[src/rtl/ctrl_pkg.sv]
`default_nettype none
// ============================================================================
//  Module      : ctrl_pkg
//  Description : Shared types and encodings for the multicycle control path:
//                sequencer state enum, datapath mux encodings, ALU operation
//                and instruction Op-field encodings.
//  Revision    : 1.0  initial release
// ============================================================================
package ctrl_pkg;

    // Sequencer states, one per instruction step
    typedef enum logic [3:0] {
        S_FETCH    = 4'd0,
        S_DECODE   = 4'd1,
        S_MEMADR   = 4'd2,
        S_MEMREAD  = 4'd3,
        S_MEMWB    = 4'd4,
        S_MEMWRITE = 4'd5,
        S_EXECR    = 4'd6,
        S_EXECI    = 4'd7,
        S_ALUWB    = 4'd8,
        S_BRANCH   = 4'd9
    } state_t;

    // ALU B operand select
    localparam logic [1:0] SRCB_REG  = 2'b00;
    localparam logic [1:0] SRCB_IMM  = 2'b01;
    localparam logic [1:0] SRCB_FOUR = 2'b10;

    // Result bus select
    localparam logic [1:0] RES_ALUOUT = 2'b00;
    localparam logic [1:0] RES_DATA   = 2'b01;
    localparam logic [1:0] RES_ALU    = 2'b10;

    // ALU operation
    localparam logic [1:0] ALU_ADD = 2'b00;
    localparam logic [1:0] ALU_SUB = 2'b01;
    localparam logic [1:0] ALU_AND = 2'b10;
    localparam logic [1:0] ALU_ORR = 2'b11;

    // Instruction class, bits [27:26]
    localparam logic [1:0] OP_DP  = 2'b00;
    localparam logic [1:0] OP_MEM = 2'b01;
    localparam logic [1:0] OP_BR  = 2'b10;
    localparam logic [1:0] OP_ILL = 2'b11;

endpackage : ctrl_pkg
`default_nettype wire

[src/rtl/alu_dec.sv]
`default_nettype none
// ============================================================================
//  Module      : alu_dec
//  Description : Combinational ALU decoder. Maps the data-processing cmd field
//                to an ALU operation and the S bit to flag-write requests.
//                When alu_op is low the ALU performs ADD and no flags are
//                requested.
//  Revision    : 1.0  initial release
// ============================================================================
module alu_dec
    import ctrl_pkg::*;
(
    input  logic       alu_op,
    input  logic [5:0] funct,
    output logic [1:0] alu_control,
    output logic [1:0] flag_w
);

    logic [3:0] cmd;
    logic       s_bit;

    assign cmd   = funct[4:1];
    assign s_bit = funct[0];

    // Decode cmd to an ALU op; NZ follows S, CV only for arithmetic ops
    always_comb begin
        alu_control = ALU_ADD;
        flag_w      = 2'b00;
        if (alu_op) begin
            case (cmd)
                4'b0100: alu_control = ALU_ADD;
                4'b0010: alu_control = ALU_SUB;
                4'b0000: alu_control = ALU_AND;
                4'b1100: alu_control = ALU_ORR;
                default: alu_control = ALU_ADD;
            endcase
            flag_w[1] = s_bit;
            flag_w[0] = s_bit & ((alu_control == ALU_ADD) | (alu_control == ALU_SUB));
        end
    end

endmodule : alu_dec
`default_nettype wire

[src/rtl/multicycle_ctrl.sv]
`default_nettype none
// ============================================================================
//  Module      : multicycle_ctrl
//  Description : Main control sequencer for the multicycle ARM-subset core.
//                Steps each instruction through fetch/decode/execute/memory/
//                writeback and drives datapath selects and enables as Moore
//                decodes of the state. Memory states wait on MemReady.
//  Revision    : 1.0  initial release
// ============================================================================
module multicycle_ctrl
    import ctrl_pkg::*;
(
    input  logic       CLK,
    input  logic       RESETn,
    input  logic       MemReady,
    input  logic [1:0] Op,
    input  logic [5:0] Funct,
    input  logic [3:0] Rd,
    output logic       IRWrite,
    output logic       NextPC,
    output logic       AdrSrc,
    output logic       ALUSrcA,
    output logic [1:0] ALUSrcB,
    output logic [1:0] ResultSrc,
    output logic [1:0] ALUControl,
    output logic [1:0] FlagW,
    output logic       PCS,
    output logic       RegW,
    output logic       MemW,
    output logic       InstrDone,
    output logic       Illegal
);

    state_t state;
    state_t state_next;
    logic   alu_op;
    logic   rd_is_pc;

    assign rd_is_pc = (Rd == 4'd15);

    alu_dec u_alu_dec (
        .alu_op      (alu_op),
        .funct       (Funct),
        .alu_control (ALUControl),
        .flag_w      (FlagW)
    );

    // State register; reset returns to FETCH immediately
    always_ff @(posedge CLK or negedge RESETn) begin
        if (!RESETn) begin
            state <= S_FETCH;
        end else begin
            state <= state_next;
        end
    end

    // Next-state logic and Moore output decode
    always_comb begin
        state_next = state;
        IRWrite    = 1'b0;
        NextPC     = 1'b0;
        AdrSrc     = 1'b0;
        ALUSrcA    = 1'b0;
        ALUSrcB    = SRCB_REG;
        ResultSrc  = RES_ALUOUT;
        PCS        = 1'b0;
        RegW       = 1'b0;
        MemW       = 1'b0;
        InstrDone  = 1'b0;
        Illegal    = 1'b0;
        alu_op     = 1'b0;
        case (state)
            S_FETCH: begin
                ALUSrcA   = 1'b1;
                ALUSrcB   = SRCB_FOUR;
                ResultSrc = RES_ALU;
                // Reset holds the state in FETCH, so the load enables must
                // also see RESETn to stay quiet while reset is asserted
                IRWrite   = MemReady & RESETn;
                NextPC    = MemReady & RESETn;
                if (MemReady) state_next = S_DECODE;
            end
            S_DECODE: begin
                ALUSrcA   = 1'b1;
                ALUSrcB   = SRCB_FOUR;
                ResultSrc = RES_ALU;
                case (Op)
                    OP_DP:   state_next = Funct[5] ? S_EXECI : S_EXECR;
                    OP_MEM:  state_next = S_MEMADR;
                    OP_BR:   state_next = S_BRANCH;
                    default: begin
                        Illegal    = 1'b1;
                        InstrDone  = 1'b1;
                        state_next = S_FETCH;
                    end
                endcase
            end
            S_MEMADR: begin
                ALUSrcB    = SRCB_IMM;
                state_next = Funct[0] ? S_MEMREAD : S_MEMWRITE;
            end
            S_MEMREAD: begin
                AdrSrc = 1'b1;
                if (MemReady) state_next = S_MEMWB;
            end
            S_MEMWB: begin
                ResultSrc  = RES_DATA;
                RegW       = 1'b1;
                PCS        = rd_is_pc;
                InstrDone  = 1'b1;
                state_next = S_FETCH;
            end
            S_MEMWRITE: begin
                AdrSrc = 1'b1;
                MemW   = 1'b1;
                if (MemReady) begin
                    InstrDone  = 1'b1;
                    state_next = S_FETCH;
                end
            end
            S_EXECR: begin
                ALUSrcB    = SRCB_REG;
                alu_op     = 1'b1;
                state_next = S_ALUWB;
            end
            S_EXECI: begin
                ALUSrcB    = SRCB_IMM;
                alu_op     = 1'b1;
                state_next = S_ALUWB;
            end
            S_ALUWB: begin
                ResultSrc  = RES_ALUOUT;
                RegW       = 1'b1;
                PCS        = rd_is_pc;
                InstrDone  = 1'b1;
                state_next = S_FETCH;
            end
            S_BRANCH: begin
                ALUSrcB    = SRCB_IMM;
                ResultSrc  = RES_ALU;
                PCS        = 1'b1;
                InstrDone  = 1'b1;
                state_next = S_FETCH;
            end
            default: state_next = S_FETCH;
        endcase
    end

endmodule : multicycle_ctrl
`default_nettype wire

[config.mk]
export PLATFORM = sky130hd
export DESIGN_NAME = multicycle_ctrl
export DESIGN_NICKNAME = d
export VERILOG_FILES = /design/src/rtl/ctrl_pkg.sv /design/src/rtl/alu_dec.sv /design/src/rtl/multicycle_ctrl.sv
export SDC_FILE = /design/constraint.sdc
export NUM_CORES = 1
export LEC_CHECK = 0
export ABC_AREA = 1
export CAP_MARGIN = 20
export CORE_MARGIN = 8
export CORE_UTILIZATION = 34
export CTS_BUF_LIST = sky130_fd_sc_hd__clkbuf_4 sky130_fd_sc_hd__clkbuf_8 sky130_fd_sc_hd__clkbuf_16
export DETAILED_ROUTE_END_ITERATION = 6
export PLACE_DENSITY = 0.77
export RECOVER_POWER = 50
export SYNTH_ARGS = -nofsm -noshare
export SYNTH_HDL_FRONTEND = slang
export SYNTH_SLANG_ARGS = --single-unit
export TNS_END_PERCENT = 1
[constraint.sdc]
create_clock -name CLK -period 1.4 [get_ports CLK]
set_input_delay 0.14 -clock CLK [delete_from_list [all_inputs] [get_ports CLK]]
set_output_delay 0.14 -clock CLK [all_outputs]
set_load 0.01 [all_outputs]
# [Word level (Yosys, flattened, before mapping)]
# Index checks and enable logic that the tools add are counted.
[totals] reg_bits=4 latch_bits=0 ram_bits=0 romBits=0 input_bits=15 out_inout_bits=17 memories=0
[op_classes] add_sub_neg=0 n_mul=0 div=0 magnitude_cmp=0 n_eq_ne=18 n_shift=0 mux=24 bitwise=3 reduce_logical=13
[ops] op="4-bit one-hot mux with 6 select lines" n=1
[ops] op="4-bit by 3-bit == test with 1-bit output, second input constant" n=4
[ops] op="4-bit == test, second input constant" n=4
[ops] op="4-bit by 2-bit == test with 1-bit output, second input constant" n=3
[ops] op="4-bit 2-to-1 mux" n=3
[ops] op="4-bit one-hot mux with 3 select lines" n=1
[ops] op="3-bit OR reduction" n=4
[ops] op="1-bit 2-to-1 mux" n=10
[ops] op="4-bit zero test" n=2
[ops] op="2-bit one-hot mux with 2 select lines" n=2
[ops] op="2-bit OR reduction" n=4
[ops] op="2-bit 2-to-1 mux" n=3
[ops] op="2-bit != test, second input constant" n=3
[ops] op="2-bit one-hot mux with 3 select lines" n=1
[ops] op="2-bit by 1-bit == test with 1-bit output, second input constant" n=2
[ops] op="4-bit by 1-bit == test with 1-bit output, second input constant" n=1
[ops] op="2-bit zero test" n=2
[ops] op="3-bit 2-to-1 mux" n=1
[ops] op="1-bit one-hot mux with 3 select lines" n=1
[ops] op="3-bit AND reduction" n=1
[ops] op="1-bit bitwise AND" n=2
[ops] op="2-bit == test, second input constant" n=1
[ops] op="1-bit one-hot mux with 2 select lines" n=1
[ops] op="1-bit bitwise OR" n=1

# [Longest topological paths before layout]
# Gate-level depths: netlist of run 1.
[depth] ltp_word=8 depth_mapped=7

# [Hierarchy]
# From an unflattened synthesis of run 1, not the netlist that was laid out.
[hier_totals] cells_unflattened=89 area_unflattened_um2=491.7
[modules_own_cells] mod="multicycle_ctrl" instances=1 cells_each=70 area_each_um2=411.6
[modules_own_cells] mod="alu_dec" instances=1 cells_each=19 area_each_um2=80.1

# [Least setup slack after synthesis of run 1]
# OpenSTA, ideal clock, no wires.
[synth_timing] kind="register -> output" start="reg state[3]" end="out NextPC" arrival_time_ps=1050 path_slack_ps=210 stages_incl_launch_ff=5 path_cell_list="dfrtp_1 -> nor2_2 -> nand2_1 -> nor2_1 -> buf_4"
[synth_between] elab_chain_cells=2
[synth_lines] item="start: declaration" line="multicycle_ctrl.sv:34" source="state_t state;"
[synth_lines] item="start signal: assignment" line="multicycle_ctrl.sv:53" source="state <= state_next;"
[synth_lines] item="4-bit zero test"
[synth_lines] item="1-bit 2-to-1 mux"
[synth_lines] item="end: declaration" line="multicycle_ctrl.sv:20" source="output logic NextPC,"
# Every way passes these cells.

# [Final worst setup path of run 1]
[layout_timing] start="reg state[3]" end="out InstrDone"
[layout_between] elab_chain_cells=3 word_cells_on_any_way=7 classes_between="eq/ne (5); mux (1); reduce/logical (1)"
[layout_lines] item="4-bit == test / 4-bit by 3-bit == test with 1-bit output (equally long branches)" line="multicycle_ctrl.sv:72" source="case (state)"
[layout_lines] item="3-bit OR reduction (no line)"
[layout_lines] item="1-bit one-hot mux with 3 select lines *" line="multicycle_ctrl.sv:72"
[layout_lines] item="end: declaration" line="multicycle_ctrl.sv:30" source="output logic InstrDone,"
# Every way passes the cells marked *; elsewhere a longest branch is shown, timed or not.

==> metrics.md, run 1 <==
| Metric | Value |
|---|---|
| Status | `finished with violations` |
| Failing checks | `setup timing` |
| Max FFs per register | `4` |
| 1st-pass router iterations | `5` |
| Reg2Reg Depth | `10` |
| CP max stage cell | `dfrtp_2` |
| Diode count | `0` |
| Setup Skew | `4.880 ps` |
| RR Startpoint | `state[2]` |
| Max-cap violations | `0` |
| Max VDD drop | `0.001508 V` |
| Worst Setup End Kind | `primary output` |
| Utilization after layout | `85.19%` |
| Met1 WL | `898 um` |
| Slew @ Worst Pin | `270.1 ps` |
| Pwr/cell area | `2047 nW/um^2` |
| CTS Sinks | `4` |
| Fin Hold WS | `301.0 ps` |
| Pleak | `0.6148 nW` |
| Die W | `53.40 um` |
| Total negative setup slack | `-563.3 ps` |
| Placer Congestion | `0.8636` |
| Die span in y | `53.40 um` |
| Biggest registers after layout | `state x4` |
| Final Cycle Share | `107.4%` |
| Startpoint Class | `flip-flop` |
| I/O pin cnt | `32` |
| Largest net degree at the start of global routing | `6` |
| Final setup margin | `-103.4 ps` |
| DR vias | `791` |
| GR Overflow Total | `0` |
| Worst-path fanout max | `4` |
| Initial Util | `36.54%` |
| Reg2Reg Setup Slack | `-20 ps` |
| Cell area after synthesis | `475.5 sq um` |
| FMAX | `665.2 MHz` |
| Nets | `163` |
| CP arrival | `1360 ps` |
| Post-Synthesis Cells | `85` |
| Overall Power | `2.269 mW` |
| Flop and latch count out of synthesis | `4` |
| Area delta synth->final | `133.2%` |
| Critical path class | `reg -> out` |
| Core footprint | `1301 sq um` |
| Vias in the first global route | `694` |
| Routed WL | `2365 um` |
| CTS tree | `built` |
| Layout cells sized above 1 | `56.16%` |
| CP max stage delay | `480 ps` |
| Top sig layer | `met4` |
| Number of port buffers | `31` |
| Critical Path Start | `state[3]` |
| Crit path to | `InstrDone` |
| Most common cell after layout, fill and taps aside | `buf_4` |
| Final max-slew violation count | `0` |
| Crit-path cells | `inv_4 > nand2_4 > nor2_4 > nand3_2 > nand3_2 > buf_6` |
| Final setup vio count | `11` |
| Clk Latency, worst-skew pair | `250 ps` |
| Global-route wire length before repair | `2766 um` |
| Worst slew margin | `81.99%` |
| Critical R2R Capture | `state[2]` |
| Post-DP HPWL | `1446 um` |
| Seq/Total Area, Yosys | `21.05%` |
| RSZ-0062 raised after global routing | `yes` |
| Crit path required time | `1260 ps` |
| Clk buf depth | `2` |
| Cell variety after synth | `21` |
| Worst hold path class | `in -> async` |
| Routed vias/inst | `4.913` |
| Met2 Wirelength | `1258 um` |
| Iter 0 DRT Violations | `18` |
| Clock-pin transition on the worst setup and hold timing paths | `40 ps` |
| Biggest register | `state` |
| Pre-CTS WS | `-392.9 ps` |
| Drt wl/cell | `14.69 um` |
| CTS buffer count | `3` |
| Fin crit period | `1503 ps` |
| Clk root buf | `clkbuf_4` |
| Syn_area_per_cell | `5.594 sq um` |
| Gr usage total | `13.02%` |
| Routed wl met3 | `148 um` |
| Die ar. | `2851 sq um` |
| FP Rows | `13` |
| FF+latch area | `102.6 sq um` |
| Initial antenna violation count | `0` |
| H-tree depth | `1` |
| DRC viols | `0` |
| Yosys warning count | `0` |
| Commonest non-fill, non-tap cells in the layout | `buf_4 (23), nand2_1 (22), clkdlybuf4s50_1 (13)` |
| Multi-input gate area | `421.7 sq um` |
| # fillers | `84` |
| Post-DRT Antenna Nets | `0` |
| Cell repeated most along the worst path | `nand3_2` |
| Final hold violation count | `0` |
| Syn_nets | `100` |
## metrics by stage
stage / std cells / cell area (sq um)
after floorplan: 85 / 475.5
after global placement: 150 / 947.2
after detailed placement: 150 / 947.2
after CTS: 155 / 983.4
after global routing: 161 / 1109
final: 161 / 1109
## cell type report
type,count,share of cell area (%)
multi-input combinational,65,38.04
tap,15,1.693
sequential,4,9.255
clock buffer,3,2.032
inverter,14,5.418
timing repair buffer,60,43.57
## metal layers
| layer | vias up | GRT usage, % |
|---|---|---|
| li1 | 384 | - |
| met1 | 362 | 11.50 |
| met2 | 35 | 23.63 |
| met3 | 10 | 5.322 |
| met4 | 0 | 8.403 |
| met5 | - | 0 |
## cells by family (layout without fill, tap and decap cells)
logic type / after synthesis / after routing / share of synthesized area [%]
simple gates: 58 / 58 / 54.47
mux: 1 / 1 / 2.105
flops: 4 / 4 / 21.05
compound gates: 6 / 6 / 8.158
buf+inv: 16 / 77 / 14.21
## worst max-delay path, delay by kind of cell (launching register included)
| family | cells | cell delay, ps |
|---|---|---|
| buf+inv | 2 | 200 |
| flops | 1 | 480 |
| simple gates | 4 | 430 |
## what timing repair did
item / in CTS / in global routing
setup buffers: 2 / 6
resized for setup: 64 / 43
pin swaps: 2 / 8
hold buffers: 0 / 0
setup endpoints to repair: 17 / 17
endpoints found under the hold margin: 0 / 0
## report_power, final
group / switching, mW / leakage [nW] / internal [mW]
Clock: 0.0569 / 0.0138 / 0.0965
Combinational: 0.938 / 0.552 / 0.919
Sequential: 0.0879 / 0.0487 / 0.171
Total: 1.08 / 0.615 / 1.19
## cells in the mapped netlist (all sizes together)
library cell  number  area share [%]
buf                2             3.2
mux2i              1             2.1
or2                1             1.3
dfrtp              4              21
clkinv             1            0.79
inv               13              10
o21ai              2             2.1
o21bai             1             1.6
nand3              5             6.3
nor2              16              15
a21oi              2             2.9
and3               1             1.3
o211ai             1             1.6
nor3               1             1.1
nand2             33              28
nand3b             1             1.6
## how the worst min path moves through the flow
stage,depth (start not counted),slack [ps],start,end
floorplan,0,-160,RESETn,state[0]
global placement,2,430,RESETn,state[3]
detailed placement,2,440,RESETn,state[3]
CTS,2,180,RESETn,state[3]
global route,2,330,RESETn,state[1]
finish,2,300,RESETn,state[1]
Power figures use the tool's default switching activity.
==> run 2: changes to the inputs <==
- REMOVE_ABC_BUFFERS: default -> 1
- clock period: 1.4 -> 1.5 ns (I/O delays scaled with it)
==> metrics.md, run 2 (synthesis gave the netlist of run 1 again) <==
| Metric | Value |
|---|---|
| Drt wl/cell | `12.61 um` |
| Post-DRT Antenna Nets | `0` |
| Biggest register | `state` |
| Iter 0 DRT Violations | `15` |
| Met2 GRT Util | `24.41%` |
| Clk Latency, worst-skew pair | `250 ps` |
| Largest net degree at the start of global routing | `6` |
| Biggest registers after layout | `state x4` |
| Area delta synth->final | `107.9%` |
| Busiest grt layer | `met2` |
| Utilization after layout | `75.96%` |
| Commonest non-fill, non-tap cells in the layout | `nand2_1 (26), buf_4 (21), clkdlybuf4s50_1 (13)` |
| Gr usage total | `13.85%` |
| DR vias | `739` |
| Setup Skew | `4.971 ps` |
| Crit-path cells | `inv_2 > nand2_2 > nor2_4 > inv_1 > nand3b_1 > clkdlybuf4s15_2` |
| 1st-pass router iterations | `4` |
| H-tree depth | `1` |
| Max FFs per register | `4` |
| CTS Sinks | `4` |
| Pwr/cell area | `1783 nW/um^2` |
| Vias in the first global route | `748` |
| Initial antenna violation count | `0` |
| Routed vias/inst | `4.768` |
| Post-route cell area | `988.4 sq um` |
| CP arrival | `1380 ps` |
| Met1 Usage GRT | `14.96%` |
| Final max-slew violation count | `0` |
| Post-route insts no fill | `155` |
| Critical path class | `reg -> out` |
| Clk root buf | `clkbuf_4` |
| Global-route wire length before repair | `3015 um` |
| Worst Setup End Kind | `primary output` |
| Placer Congestion | `0.7974` |
| Routed WL | `1954 um` |
| Core footprint | `1301 sq um` |
| Slew @ Worst Pin | `204.5 ps` |
| Final Cycle Share | `102.2%` |
| Nets | `157` |
| CP delay by family, top | `buffers and inverters` |
| Pleak | `0.5485 nW` |
| Worst slew margin | `86.37%` |
| Die ar. | `2851 sq um` |
| RSZ-0062 raised after global routing | `yes` |
| Die W | `53.40 um` |
| Crit path required time | `1350 ps` |
| CP max stage cell | `dfrtp_1` |
| Cell Area, Placed | `947.2 sq um` |
| DP Cell Count | `150` |
| Status | `finished with violations` |
| Startpoint Class | `flip-flop` |
| Post-DP HPWL | `1450 um` |
| GR Overflow Total | `0` |
| Final setup vio count | `4` |
| Failing checks | `setup timing` |
| Met3 usage | `3.922%` |
| CTS tree | `built` |
| CP max stage delay | `410 ps` |
| Max VDD drop | `0.001043 V` |
| Max-cap violations | `0` |
| Number of port buffers | `31` |
| Clock-pin transition on the worst setup and hold timing paths | `40 ps` |
| DRC viols | `0` |
| Initial Util | `36.54%` |
| CTS buffer count | `3` |
| Final setup margin | `-32.48 ps` |
| I/O pin cnt | `32` |
| Final hold violation count | `0` |
| FP Rows | `13` |
| Die span in y | `53.40 um` |
| Bufs and invs on worst path | `3` |
| Diode count | `0` |
| Pre-CTS WS | `-304.2 ps` |
| FMAX | `652.5 MHz` |
| Worst hold path class | `in -> async` |
| Layout cells sized above 1 | `45.71%` |
| Clk buf depth | `2` |
| Worst-path fanout max | `3` |
| Post-CTS Hold Fix Bufs | `0` |
| Most common cell after layout, fill and taps aside | `nand2_1` |
| Fin crit period | `1532 ps` |
## run 2: layer usage
| layer | part of all wire [%] | vias up |
|---|---|---|
| met5 | 0 | - |
| met4 | 1.1 | 0 |
| met3 | 8.4 | 2 |
| met2 | 52 | 29 |
| met1 | 38 | 339 |
| li1 | - | 369 |
## run 2: final cells by class
| cell class | instances | area [sq um] |
|---|---|---|
| fillers | 115 | 312.8 |
| repair buffers | 54 | 430.4 |
| multi-input cells | 65 | 362.8 |
| flip-flops and latches | 4 | 101.3 |
| well taps | 15 | 18.77 |
| inverters | 14 | 52.55 |
| clock buffers | 3 | 22.52 |
## run 2: final timing paths
check | slack, ps | cells past startpoint | to | startpoint
setup / recovery | -30 | 6 | ALUSrcB[0] | state[2]
hold / removal | 300 | 2 | state[0] | RESETn
setup reg to reg | 200 | 8 | state[2] | state[3]
hold reg to reg | 780 | 4 | state[3] | state[3]
max in group asynchronous | 1000 | 2 | state[3] | RESETn
min in group CLK | 640 | 4 | state[2] | MemReady
## run 2: through the flow
| step | total power, mW | hold slack, ps | setup TNS (ps) |
|---|---|---|---|
| after floorplan | 0.7829 | -145.6 | 0 |
| after global placement | 1.503 | 450.1 | -1443 |
| after detailed placement | 1.520 | 464.7 | -1702 |
| after CTS | 1.679 | 207.0 | -401.3 |
| after global routing | 1.894 | 323.3 | -369.9 |
| final | 1.762 | 299.6 | -51.20 |
## run 2: power by group
group | internal, mW | switching [mW]
sequential | 0.156 | 0.0699
combinational | 0.681 | 0.712
clock | 0.0901 | 0.0531
## run 2: repair_timing
item	CTS	global route
setup buffers	1	1
setup endpoints to repair	17	16
resized for setup	42	27
pin swaps	0	7
==> run 3: changes to the inputs <==
- SKIP_CTS_REPAIR_TIMING: default -> 1
==> metrics.md, run 3 (synthesis gave the netlist of run 1 again) <==
| Metric | Value |
|---|---|
| Pleak | `0.6479 nW` |
| Biggest register | `state` |
| Pwr/cell area | `1748 nW/um^2` |
| Startpoint Class | `flip-flop` |
| Initial antenna violation count | `0` |
| Global-route wire length before repair | `2794 um` |
| Largest net degree at the start of global routing | `6` |
| Routed wl met3 | `198 um` |
| DP Cell Count | `150` |
| CP delay by family, top | `buffers and inverters` |
| Worst slew margin | `83.25%` |
| Crit-path cells | `nor2_1 > inv_1 > a21oi_2 > buf_4 > clkdlybuf4s50_1` |
| CP max stage cell | `clkdlybuf4s50_1` |
| I/O pin cnt | `32` |
| Final hold violation count | `0` |
| Final setup margin | `-296.6 ps` |
| Post-DP HPWL | `1450 um` |
| Met1 WL | `735 um` |
| Worst-path fanout max | `4` |
| Most common cell after layout, fill and taps aside | `nand2_1` |
| Die span in y | `53.40 um` |
| Fin crit period | `1797 ps` |
| Post-DRT Antenna Nets | `0` |
| Crit path required time | `1350 ps` |
| FP Rows | `13` |
| H-tree depth | `1` |
| Number of port buffers | `31` |
| CTS tree | `built` |
| Worst hold path class | `in -> async` |
| Final Cycle Share | `119.8%` |
| Top sig layer | `met4` |
| Layout cells sized above 1 | `34.51%` |
| Met2 Wirelength | `993 um` |
| FMAX | `556.6 MHz` |
| RR Startpoint | `state[3]` |
| Number of stages on the worst setup path | `5` |
| DRC viols | `0` |
| Status | `finished with violations` |
| Max VDD drop | `0.001050 V` |
| Final setup vio count | `8` |
| Bufs and invs on worst path | `3` |
| Initial Util | `36.54%` |
| Clk Latency, worst-skew pair | `240 ps` |
| Post-route insts no fill | `157` |
| Reg2Reg Depth | `8` |
| Drt wl/cell | `12.50 um` |
| DR vias | `766` |
| Max-cap violations | `0` |
| Placer Congestion | `0.7974` |
| CP arrival | `1650 ps` |
| Reg2Reg Setup Slack | `200 ps` |
| Routed vias/inst | `4.879` |
| Diode count | `0` |
| Vias in the first global route | `718` |
| Worst Setup End Kind | `primary output` |
| GR Overflow Total | `0` |
| Max FFs per register | `4` |
| Routed WL | `1962 um` |
| CTS buffer count | `3` |
| # fillers | `104` |
| Final max-slew violation count | `0` |
| Commonest non-fill, non-tap cells in the layout | `nand2_1 (29), buf_4 (25), clkdlybuf4s50_1 (18)` |
| Die ar. | `2851 sq um` |
| Setup Skew | `5.480 ps` |
| Gr usage total | `12.68%` |
| Critical path class | `reg -> out` |
| Failing checks | `setup timing` |
| Area delta synth->final | `110.3%` |
| Clock-pin transition on the worst setup and hold timing paths | `40 ps` |
| RSZ-0062 raised after global routing | `yes` |
| Die W | `53.40 um` |
| Clk buf depth | `2` |
| CP max stage delay | `520 ps` |
| Iter 0 DRT Violations | `20` |
| CTS Sinks | `4` |
| Total negative setup slack | `-1455 ps` |
| Critical Path Start | `state[0]` |
| Slew @ Worst Pin | `249.3 ps` |
| Core footprint | `1301 sq um` |
| Clk root buf | `clkbuf_4` |
| Biggest registers after layout | `state x4` |
| Nets | `159` |
| 1st-pass router iterations | `4` |
-- run 3: cell types whose count changed in the layout (fill, tap and decap cells not counted), sizes merged --
cell,change
dlymetal6s2s,+7
clkdlybuf4s15,-2
clkdlybuf4s50,+5
buf,-3
clkbuf,-3
dlygate4sd2,-2
-- run 3: where the power goes --
part / switching, mW / internal, mW
logic: 0.663 / 0.736
clock network: 0.0499 / 0.0899
registers: 0.0523 / 0.157
-- run 3: worst paths after layout --
check,to
worst max register to register,state[2]
worst min register to register,state[1]
min in group CLK,state[3]
max in group asynchronous,state[3]
worst max-delay path,RegW
worst min-delay path,state[0]
-- run 3: final cells by class --
cell class	count	area [sq um]	share of cell area (%)
Timing Repair Buffer	56	489.2	48.94
Multi-Input combinational cell	65	315.3	31.54
Sequential cell	4	101.3	10.14
Inverter	14	52.55	5.257
Clock buffer	3	22.52	2.253
Tap cell	15	18.77	1.877
-- run 3: metrics by stage --
step / worst slack, ps / util [%] / total power [mW] / cell area, sq um / hold slack, ps
finish: -296.6 / 76.83 / 1.748 / 999.7 / 302.7
global route: -379.9 / 76.83 / 1.887 / 999.7 / 323.3
CTS: -415.7 / 74.52 / 1.673 / 969.7 / 207.1
detailed placement: -304.2 / 72.79 / 1.520 / 947.2 / 464.7
global placement: -270.6 / 72.79 / 1.503 / 947.2 / 450.1
floorplan: 301.1 / - / 0.7829 / 460.4 / -145.6
-- run 3: worst register-to-register path, cell delays in order, from the launching register on --
cell and delay [ps]:
dfrtp_2 430, nor2_2 150, buf_4 150, nand2_2 60
buf_4 140, nand3_2 70, nand2_1 70, nand2_1 70
nand2_1 50
-- run 3: routing by layer --
metal / GRT usage (%) / vias to the layer above
met5: 0 / -
met4: 5.042 / 0
met1: 13.86 / 344
met2: 22.27 / 43
li1: - / 373
met3: 3.641 / 6
==> edit: new RTL, config.mk and constraints of run 2 <==
Re-encode `state_t` (10 states) as one-hot, 10 bits wide.
--- a/src/rtl/ctrl_pkg.sv
+++ b/src/rtl/ctrl_pkg.sv
@@ -9,17 +9,17 @@
 package ctrl_pkg;
 
     // Sequencer states, one per instruction step
-    typedef enum logic [3:0] {
-        S_FETCH    = 4'd0,
-        S_DECODE   = 4'd1,
-        S_MEMADR   = 4'd2,
-        S_MEMREAD  = 4'd3,
-        S_MEMWB    = 4'd4,
-        S_MEMWRITE = 4'd5,
-        S_EXECR    = 4'd6,
-        S_EXECI    = 4'd7,
-        S_ALUWB    = 4'd8,
-        S_BRANCH   = 4'd9
+    typedef enum logic [9:0] {
+        S_FETCH    = 10'b0000000001,
+        S_DECODE   = 10'b0000000010,
+        S_MEMADR   = 10'b0000000100,
+        S_MEMREAD  = 10'b0000001000,
+        S_MEMWB    = 10'b0000010000,
+        S_MEMWRITE = 10'b0000100000,
+        S_EXECR    = 10'b0001000000,
+        S_EXECI    = 10'b0010000000,
+        S_ALUWB    = 10'b0100000000,
+        S_BRANCH   = 10'b1000000000
     } state_t;
 
     // ALU B operand select
Check against the original RTL: no difference found for any inputs over 10 cycles, from zero or initial values and one cycle with RESETn low; not proved beyond that.
==> edit against run 2 <==
The run still ends with setup timing left. Via count rose by 28%. Total power fell by 12%. Non-clock buffer count rose by 12. Wire length rose by 37%. Clock skew fell by 4.1 ps. Sequential cell count rose by 6. Cell area rose by 41%. Critical path type unchanged. Area after synthesis rose by 57%. Worst setup slack got worse by 230 ps.
==> edit: results (changes against run 2) <==
Global route
  • Vias in the first global route: 999 (was 748)
  • Met2 Usage GRT: 26.9% (was 24.4%)
  • Total track usage: 14.4% (was 13.9%)
  • Largest net degree at the start of global routing: 11 (was 6)
  • First-pass GRT wire length: 4640 um (was 3020 um)
  • Met3 Track Usage GR: 3.94% (was 3.92%)

Detailed routing
  • Via count: 946 (was 739)
  • WL per Instance: 13.1 um (was 12.6 um)
  • Via density: 4.64 (was 4.77)
  • Wl on met1: 1050 um (was 748 um)

STA
  • Worst slew margin: 61.2% (was 86.4%)
  • Final Setup Violations: 18 (was 4)
  • Fin Setup TNS: -2790 ps (was -51.2 ps)
  • Clock skew: 0.884 ps (was 4.97 ps)
  • Final worst slack: -259 ps (was -32.5 ps)
  • Hold slack: 416 ps (was 300 ps)

Synthesis
  • Commonest cells in the netlist: 22 x inv_1, 19 x nor2_1, 17 x nand2_1 (was 29 x nand2_1, 12 x nor2_1, 8 x inv_1)
  • Top post-synthesis cells by area: dfrtp_1 30%, inv_1 11%, nor2_1 9.6%, nand2_1 8.6%, nand2_2 5.0% (was nand2_1 23%, dfrtp_1 21%, nor2_1 9.5%, inv_1 6.3%, nand2_2 5.3%)
  • Avg Inst Size Synth: 6.90 um2 (was 5.59 um2)

Setup path
  • R2r startpoint: state[2] (was state[3])
  • Worst reg2reg path endpoint: state[0] (was state[2])
  • Worst R2R Path Depth: 11 (was 8)
  • End of the critical path: RegW (was ALUSrcB[0])

Clocking
  • Skew-Pair Late Insertion Delay: 270 ps (was 250 ps)
  • Clock transition at path regs: 70 ps (was 40 ps)
  • Setup bufs post-CTS: 5 (was 1)

Placement
  • Place WS: -435 ps (was -304 ps)
  • Final RePlAce weighted congestion: 0.849 (was 0.797)

Status
  • Outcome: finished, violations left (unchanged)
  • Failing checks: setup timing (unchanged)

Finish
  • Nets: 192 (was 157)
  • Layout cells sized above 1: 50.0% (was 45.7%)

Power and ir drop
  • Pint: 0.921 mW (was 0.928 mW)
==> edit: changes by cell type in the layout (fill, tap and decap cells not counted), sizes merged, moves of 3 or more <==
cell,run 2,this run
dfrtp,4,9
nand2,33,24
buf,28,49
inv,13,23
nand4,0,5
clkbuf,11,5
nor2,16,26
nor3b,0,3
==> edit: power by group through the flow <==
| stage | Combinational [mW] | Sequential [mW] | Clock (mW) |
|---|---|---|---|
| finish | 0.957 | 0.349 | 0.246 |
| global route | 1.03 | 0.353 | 0.274 |
| CTS | 0.897 | 0.340 | 0.250 |
| detailed placement | 0.875 | 0.344 | 0 |
| global placement | 0.851 | 0.341 | 0 |
| floorplan | 0.396 | 0.341 | 0 |
==> edit: cell type report <==
cell class	instances	area [um2]
repair buffers	66	503
flip-flops and latches	10	251
inverters	23	86.3
fillers	181	753
clock buffers	4	36.3
multi-input cells	73	483
well taps	28	35.0
==> edit: cell families after synthesis <==
logic type,after synthesis,share of synthesized area [%]
buf+inv,25,13.6
flops,10,33.7
compound gates,7,6.88
simple gates,66,45.8
